<file path="config.mk">
export PLATFORM = sky130hd
export DESIGN_NAME = uart_param
export DESIGN_NICKNAME = d
export VERILOG_FILES = /design/src/rtl/uart_param.sv
export SDC_FILE = /design/constraint.sdc
export NUM_CORES = 1
export LEC_CHECK = 0
export CAP_MARGIN = 30
export CORE_MARGIN = 4
export CORE_UTILIZATION = 24
export CTS_CLUSTER_SIZE = 25
export DETAILED_ROUTE_END_ITERATION = 10
export GPL_ROUTABILITY_DRIVEN = 0
export GPL_TIMING_DRIVEN = 0
export PLACE_DENSITY = 0.5
export SETUP_SLACK_MARGIN = 0.15
export SYNTH_ARGS = -nofsm -noshare
export SYNTH_HDL_FRONTEND = slang
export SYNTH_SLANG_ARGS = --single-unit
</file>
<file path="constraint.sdc">
create_clock -name clk -period 2.5 [get_ports clk]
set_clock_uncertainty 0.05 [all_clocks]
set_input_delay 0.5 -clock clk [delete_from_list [all_inputs] [get_ports clk]]
set_output_delay 0.5 -clock clk [all_outputs]
set_load 0.01 [all_outputs]
</file>
<file path="src/rtl/uart_param.sv">
// rtl/uart_param.sv - Parametrised full-duplex UART with per-frame parity/framing status.
// Optional macro UART_LOOPBACK_EN adds a loopback input routing the internal TX line into RX.
module uart_param #(
    parameter int DATA_BITS    = 8,
    parameter int CLKS_PER_BIT = 16,
    parameter int PARITY       = 0,
    parameter int STOP_BITS    = 1
) (
    input  logic                 clk,
    input  logic                 reset,
    input  logic                 enable,
    input  logic [DATA_BITS-1:0] inputData,
    input  logic                 txStart,
    output logic                 txBusy,
    output logic                 serialOutput,
    input  logic                 serialInput,
`ifdef UART_LOOPBACK_EN
    input  logic                 loopback,
`endif
    output logic [DATA_BITS-1:0] outputData,
    output logic                 rxValid,
    output logic                 rxParityError,
    output logic                 rxFrameError
);
    localparam int            TW     = $clog2(CLKS_PER_BIT);
    localparam logic [TW-1:0] T_LAST = TW'(CLKS_PER_BIT - 1);
    localparam logic [TW-1:0] T_HALF = TW'(CLKS_PER_BIT / 2);
    localparam logic [3:0]    D_LAST = 4'(DATA_BITS - 1);
    localparam logic          S_LAST = 1'(STOP_BITS - 1);

    typedef enum logic [2:0] {TX_IDLE, TX_START, TX_DATA, TX_PARITY, TX_STOP} tx_state_t;
    typedef enum logic [2:0] {RX_IDLE, RX_START, RX_DATA, RX_PARITY, RX_STOP, RX_BREAK} rx_state_t;

    tx_state_t            r_tx_state;
    logic [TW-1:0]        r_tx_timer;
    logic [3:0]           r_tx_bit;
    logic                 r_tx_stop;
    logic [DATA_BITS-1:0] r_tx_shift;
    logic                 r_tx_par;
    logic                 r_tx_busy;
    logic                 r_tx_line;

    rx_state_t            r_rx_state;
    logic                 r_rx_s1;
    logic                 r_rx_s2;
    logic                 r_rx_prev;
    logic [TW-1:0]        r_rx_timer;
    logic [3:0]           r_rx_bit;
    logic                 r_rx_stop;
    logic [DATA_BITS-1:0] r_rx_shift;
    logic                 r_rx_par_bad;
    logic                 r_rx_frame_bad;
    logic [DATA_BITS-1:0] r_rx_data;
    logic                 r_rx_valid;
    logic                 r_rx_perr;
    logic                 r_rx_ferr;

    logic                 w_rx_pin;
    logic                 w_rx_sample;

`ifdef UART_LOOPBACK_EN
    assign w_rx_pin     = loopback ? r_tx_line : serialInput;
    assign serialOutput = loopback | r_tx_line;
`else
    assign w_rx_pin     = serialInput;
    assign serialOutput = r_tx_line;
`endif

    assign txBusy        = r_tx_busy;
    assign outputData    = r_rx_data;
    assign rxValid       = r_rx_valid;
    assign rxParityError = r_rx_perr;
    assign rxFrameError  = r_rx_ferr;
    assign w_rx_sample   = (r_rx_timer == T_LAST);

    always_ff @(posedge clk or posedge reset) begin
        if (reset) begin
            r_tx_state <= TX_IDLE;
            r_tx_timer <= '0;
            r_tx_bit   <= '0;
            r_tx_stop  <= 1'b0;
            r_tx_shift <= '0;
            r_tx_par   <= 1'b0;
            r_tx_busy  <= 1'b0;
            r_tx_line  <= 1'b1;
        end else if (r_tx_state == TX_IDLE) begin
            if (enable && txStart && !r_tx_busy) begin
                r_tx_shift <= inputData;
                r_tx_par   <= (PARITY == 1) ? ~(^inputData) : (^inputData);
                r_tx_busy  <= 1'b1;
                r_tx_line  <= 1'b0;
                r_tx_timer <= '0;
                r_tx_state <= TX_START;
            end
        end else if (r_tx_timer != T_LAST) begin
            r_tx_timer <= r_tx_timer + 1'b1;
        end else begin
            r_tx_timer <= '0;
            case (r_tx_state)
                TX_START: begin
                    r_tx_line  <= r_tx_shift[0];
                    r_tx_shift <= r_tx_shift >> 1;
                    r_tx_bit   <= '0;
                    r_tx_state <= TX_DATA;
                end
                TX_DATA: begin
                    if (r_tx_bit == D_LAST) begin
                        r_tx_stop <= 1'b0;
                        if (PARITY != 0) begin
                            r_tx_line  <= r_tx_par;
                            r_tx_state <= TX_PARITY;
                        end else begin
                            r_tx_line  <= 1'b1;
                            r_tx_state <= TX_STOP;
                        end
                    end else begin
                        r_tx_line  <= r_tx_shift[0];
                        r_tx_shift <= r_tx_shift >> 1;
                        r_tx_bit   <= r_tx_bit + 1'b1;
                    end
                end
                TX_PARITY: begin
                    r_tx_line  <= 1'b1;
                    r_tx_state <= TX_STOP;
                end
                TX_STOP: begin
                    if (r_tx_stop == S_LAST) begin
                        r_tx_busy  <= 1'b0;
                        r_tx_state <= TX_IDLE;
                    end else begin
                        r_tx_stop <= 1'b1;
                    end
                end
                default: r_tx_state <= TX_IDLE;
            endcase
        end
    end

    // RX timer restarts at 1 on the detected edge so START samples T_HALF cycles into the bit
    always_ff @(posedge clk or posedge reset) begin
        if (reset) begin
            r_rx_state     <= RX_IDLE;
            r_rx_s1        <= 1'b1;
            r_rx_s2        <= 1'b1;
            r_rx_prev      <= 1'b1;
            r_rx_timer     <= '0;
            r_rx_bit       <= '0;
            r_rx_stop      <= 1'b0;
            r_rx_shift     <= '0;
            r_rx_par_bad   <= 1'b0;
            r_rx_frame_bad <= 1'b0;
            r_rx_data      <= '0;
            r_rx_valid     <= 1'b0;
            r_rx_perr      <= 1'b0;
            r_rx_ferr      <= 1'b0;
        end else begin
            r_rx_s1    <= w_rx_pin;
            r_rx_s2    <= r_rx_s1;
            r_rx_prev  <= r_rx_s2;
            r_rx_valid <= 1'b0;
            if (r_rx_state != RX_IDLE && r_rx_state != RX_BREAK) begin
                r_rx_timer <= w_rx_sample ? '0 : r_rx_timer + 1'b1;
            end
            case (r_rx_state)
                RX_IDLE: begin
                    if (enable && r_rx_prev && !r_rx_s2) begin
                        r_rx_timer     <= TW'(1);
                        r_rx_par_bad   <= 1'b0;
                        r_rx_frame_bad <= 1'b0;
                        r_rx_state     <= RX_START;
                    end
                end
                RX_START: begin
                    if (r_rx_timer == T_HALF) begin
                        r_rx_timer <= '0;
                        r_rx_bit   <= '0;
                        r_rx_state <= r_rx_s2 ? RX_IDLE : RX_DATA;
                    end
                end
                RX_DATA: begin
                    if (w_rx_sample) begin
                        r_rx_shift <= {r_rx_s2, r_rx_shift[DATA_BITS-1:1]};
                        r_rx_stop  <= 1'b0;
                        if (r_rx_bit == D_LAST) begin
                            r_rx_state <= (PARITY != 0) ? RX_PARITY : RX_STOP;
                        end else begin
                            r_rx_bit <= r_rx_bit + 1'b1;
                        end
                    end
                end
                RX_PARITY: begin
                    if (w_rx_sample) begin
                        r_rx_par_bad <= (PARITY == 1) ? ~(^{r_rx_shift, r_rx_s2})
                                                      : (^{r_rx_shift, r_rx_s2});
                        r_rx_state   <= RX_STOP;
                    end
                end
                RX_STOP: begin
                    if (w_rx_sample) begin
                        if (r_rx_stop == S_LAST) begin
                            r_rx_valid <= 1'b1;
                            r_rx_data  <= r_rx_shift;
                            r_rx_perr  <= (PARITY != 0) && r_rx_par_bad;
                            r_rx_ferr  <= r_rx_frame_bad | ~r_rx_s2;
                            r_rx_state <= (r_rx_frame_bad | ~r_rx_s2) ? RX_BREAK : RX_IDLE;
                        end else begin
                            r_rx_stop      <= 1'b1;
                            r_rx_frame_bad <= r_rx_frame_bad | ~r_rx_s2;
                        end
                    end
                end
                RX_BREAK: begin
                    if (r_rx_s2) begin
                        r_rx_state <= RX_IDLE;
                    end
                end
                default: r_rx_state <= RX_IDLE;
            endcase
        end
    end
endmodule

</file>
; ---- Word level (Yosys, flattened, before mapping)
; Cells that the tools add are included.
[totals]
reg_bits = 56
in_bits = 13
output_inout_bits = 13
[op_classes]
add_sub_neg = 4
eq_ne = 33
n_mux = 60
n_bitwise = 5
n_reduce_logical = 30
[op_table]
columns = cell, n
row1 = $mux 4, 11
row2 = $mux 3, 14
row3 = $mux 8, 4
row4 = $reduce_and 4->1, 7
row5 = $ne 2x2->1 const B, 13
row6 = $pmux 4 s2, 3
row7 = $mux 1, 20
row8 = $pmux 3 s6, 1
row9 = $add 4x1->4 const B, 4
row10 = $pmux 8 s2, 1
row11 = $eq 3x2->1 const B, 4
row12 = $ne 3x3->1 const B, 4
row13 = $pmux 3 s4, 1
row14 = $reduce_bool 2->1, 6
row15 = $eq 3x3->1 const B, 3
row16 = $reduce_and 3->1, 3
row17 = $eq 4x3->1 const B, 2
row18 = $eq 4x4->1 const B, 2
row19 = $reduce_and 8->1, 1
row20 = $eq 3x1->1 const B, 2
row21 = $logic_not 3->1, 2
row22 = $pmux 1 s2, 3
row23 = $reduce_bool 3->1, 2
row24 = $logic_and 1x1->1, 5
row25 = 9 further kinds, 14

; ---- Longest topological paths before layout
[logic_depth]
depth_word = 6
ltp_mapped = 7
mapped_depth_nobuf = 6

; ---- Least setup slack after synthesis
; No wires, ideal clock.
[synth_path]
path_kind = reg-to-reg
from = reg r_tx_bit[0]
to = reg r_tx_bit[3]
t_arrival_ps = 1806
t_required_ps = 2325
path_slack_ps = 518
path_stages_with_launch = 6
path_cell_list = dfrtp_1 > ha_1 > and3b_1 > o21a_4 > or4_4 > mux2_4
[synth_via]
elab_chain_cells = 3
word_cells_on_any_way = 6
cone_classes = add/sub (1) / eq/ne (2) / mux (2) / reduce/logical (1)
[synth_lines]
columns = element, line_no
row1 = start: declaration, 36  ; logic [3:0] r_tx_bit;
row2 = start signal: assignment, 119  ; r_tx_bit <= r_tx_bit + 1'b1;
row3 = $add 4x1->4 or $eq 4x3->1 (tied branches), "119, 107"
row4 = $mux 4 or $ne 2x2->1 (tied branches), n/a
row5 = $pmux 4 s2 or $reduce_and 4->1 (tied branches), n/a
; Several ways; a longest one is shown, not always the timed one. The select of a mux whose other input is x is not followed.
; A chain may end at the register's enable or synchronous reset.

; ---- Worst setup path after layout
[layout_path]
from = reg r_tx_timer[0]
to = reg r_tx_shift[5]
[layout_via]
elab_chain_cells = 3
[layout_lines]
columns = element, line_no
row1 = start: declaration, 35  ; logic [TW-1:0] r_tx_timer;
row2 = start signal: assignment, 96  ; r_tx_timer <= r_tx_timer + 1'b1;
row3 = $ne 4x4->1, 95  ; end else if (r_tx_timer != T_LAST) begin
row4 = $ne 2x2->1 (no source line), n/a
row5 = $reduce_and 4->1 (no source line), n/a
row6 = end signal: assignment, 88  ; r_tx_shift <= inputData;
row7 = end signal: assignment, 102  ; r_tx_shift <= r_tx_shift >> 1;
row8 = end signal: assignment, 118  ; r_tx_shift <= r_tx_shift >> 1;
row9 = end: declaration, 38  ; logic [DATA_BITS-1:0] r_tx_shift;
; Every way passes these cells.

==> out/metrics.cfg <==
[clocking]
cts_setup_buffers=0
numCtsBuffers=5
holdBufCountCts=0
clock_latency_ns=0.31
cts-htree-levels=2
clockRootBuffer=clkbuf_8
cts_resized=0
cts_buffer_depth=2
clk_pin_slew_ns=0.11
cts_tree=built
clock-sinks=54

[place]
io_buffers=24
hpwl_um=3440

[critical_path]
rr_startpoint=r_tx_timer[0]
cp-end-kind=flop
crit_type=reg2reg
worstReg2RegEnd=r_tx_shift[5]
rrSetupSlack_ns=0.33
crit_path_top_delay_cell=a211oi_4
r2r_cells=6
worst-endpoint-arrival_ns=2.32
crit_buf_inv=1
cpPeakStageDelay_ns=0.49
critical_path.cell_chain=ha_1 -> and3_1 -> clkbuf_4 -> nand2_4 -> a211oi_4 -> mux2_2
crit_family=compound AO/OA/AOI/OAI gates
cp.depth=6
crit_start=r_tx_timer[0]
path_max_fanout=8
cp.required_ns=2.65
start_kind=flop

[final_layout]
final_nets=292
n_antenna_cell=0
final_common_cell=dfrtp_1
drive_above_1_share_pct=21.5
area_growth_pct=21.0
final_util_pct=30.1
final_cell_mix=50 x dfrtp_1, 35 x nand2_1, 25 x mux2_2

[global_routing]
grt_start_max_net_pins=32
grt_usage_pct=8.32
antenna_found_initial=0
grt_first_pass_wirelength_um=8940
gr-total-overflow=0
grt_pass1_vias=1851

[logic_synthesis]
ys_ff_latch=54
synth-edff-count=0
avgSynthCellArea_um2=10.8
yosys_warnings=0
syn_area_um2=2600
synth_flop_cell=dfrtp_1
netlist_instances=242
syn_nets=260
ys_types=49
ys_seq_area_share_pct=52.1
synthArstFlopShare_pct=100

[power_and_ir_drop]
report.power.total_mw=1.98
p_leak_nw=1.38
peakVddDrop_v=0.000304
pwr_density_cell_nw_per_um2=628

[floorplanning]
row_count=37
design.die.area_um2=12600
coreArea_um2=10500
initial_core_util_pct=24.9
ios=26
die_y_um=112
die_x_um=112

[sta]
max_slew_margin_pct=65.1
period_minus_slack_ns=2.17
max_freq_ghz=0.461
worst_pin_slew_ns=0.522
rsz0062_at_grt=false
final.period_utilization_pct=86.8
hold_viol_final=0
setup-violations-final=0
final_max_slew_viol_count=0

[min_path]
worstHoldStart=r_rx_s1
hold_path_end=r_rx_s2
min_path_cells=0
hp-class=reg2reg

[detailed_routing]
vias=1800
via_per_inst=4.38
totalWireLength_um=4860
ant_nets=0
drtIter0Drc=57
drc=0
drt-pass1-iter-count=4
routedWlPerCell_um=11.8

[flow_run]
maxCapViolations=0

[outcome]
status=finished clean

report_power, final:
| group | internal [mW] | total [mW] | switching, mW |
|---|---|---|---|
| Sequential | 0.945 | 1.01 | 0.0649 |
| Combinational | 0.153 | 0.354 | 0.201 |
| Clock | 0.304 | 0.615 | 0.311 |
| Total | 1.40 | 1.98 | 0.577 |
cell families (layout without fill, tap and decap cells):
group / count (synthesis) / after routing / synth area share (%)
and+or+nand+nor: 85 / 85 / 17.2
DFF: 54 / 54 / 52.1
AOI/OAI and AO/OA: 42 / 42 / 11.0
muxes: 29 / 29 / 12.5
buffers and inverters: 24 / 57 / 4.03
adders and majority gates: 5 / 5 / 2.40
xor gates and xnor gates: 2 / 2 / 0.673
other: 1 / 1 / 0.144
cells in the mapped netlist (2+ instances only):
master / instances / share of area (%)
dfrtp_1: 50 / 48
nand2_1: 35 / 5.0
mux2_2: 25 / 11
o21ai_0: 17 / 3.3
inv_1: 11 / 1.6
nand3_1: 11 / 2.1
nor2_1: 11 / 1.6
a21oi_1: 7 / 1.3
buf_2: 6 / 1.2
ha_1: 5 / 2.4
and3_1: 4 / 0.96
clkbuf_1: 4 / 0.58
dfstp_2: 4 / 4.0
nand3b_1: 4 / 1.2
mux2i_1: 3 / 1.2
o31ai_1: 3 / 0.86
a22o_1: 2 / 0.67
a31oi_1: 2 / 0.48
and2_1: 2 / 0.48
and3b_1: 2 / 0.67
nand4_1: 2 / 0.48
nor3_1: 2 / 0.38
nor3b_1: 2 / 0.58
o2bb2ai_1: 2 / 0.67
xor2_1: 2 / 0.67
flip-flops by register name, summed over array words and instances (netlist names):
register / flops
r_tx_shift: 8
r_rx_bit: 4
txBusy: 1
outputData: 8
r_rx_timer: 4
r_rx_s2: 1
r_rx_prev: 1
serialOutput: 1
rxFrameError: 1
r_rx_shift: 8
rxValid: 1
r_rx_state: 3
r_rx_frame_bad: 1
r_tx_bit: 4
r_tx_timer: 4
r_tx_state: 3
r_rx_s1: 1
metal layers:
metal | up-vias | part of all wire, % | track usage [%]
li1 | 903 | - | -
met1 | 873 | 49 | 10.9
met2 | 17 | 47 | 14.0
met3 | 7 | 2.4 | 1.67
met4 | 0 | 1.2 | 2.16
met5 | - | 0 | 0
worst reg2reg max path, stage by stage, from the launching register on:
cell and delay (ns):
dfrtp_1 0.43, ha_1 0.25, and3_1 0.17, clkbuf_4 0.18
nand2_4 0.09, a211oi_4 0.49, mux2_2 0.39
per-stage QoR:
step           hold slack [ns]  TNS, ns  instances  setup WS [ns]  cell area (µm²)
6_report                 0.315        0        411          0.330             3150
5_1_grt                  0.327        0        411          0.199             3150
4_1_cts                  0.315        0        411          0.318             3150
3_5_place_dp             0.298        0        403         0.0399             3040
3_3_place_gp             0.298   -25.70        402         -0.516             3020
2_1_floorplan            0.295        0        242          0.518             2610
worst max path at each step:
stage,end
4_1_cts,r_tx_shift[5]
2_1_floorplan,r_tx_bit[3]
6_report,r_tx_shift[5]
3_3_place_gp,r_tx_state[1]
3_5_place_dp,r_tx_shift[5]
5_1_grt,r_tx_shift[5]
area by class of cell:
class | count | area (µm²)
Tap cell | 136 | 170
Fill cell | 1140 | 7310
Sequential cell | 54 | 1360
Clock buffer | 5 | 68.8
Inverter | 11 | 41.3
Buffer | 13 | 63.8
Timing Repair Buffer | 25 | 260
Multi-Input combinational cell | 164 | 1140
Clock inverter | 3 | 47.5
(Power assumes the default switching activity.)
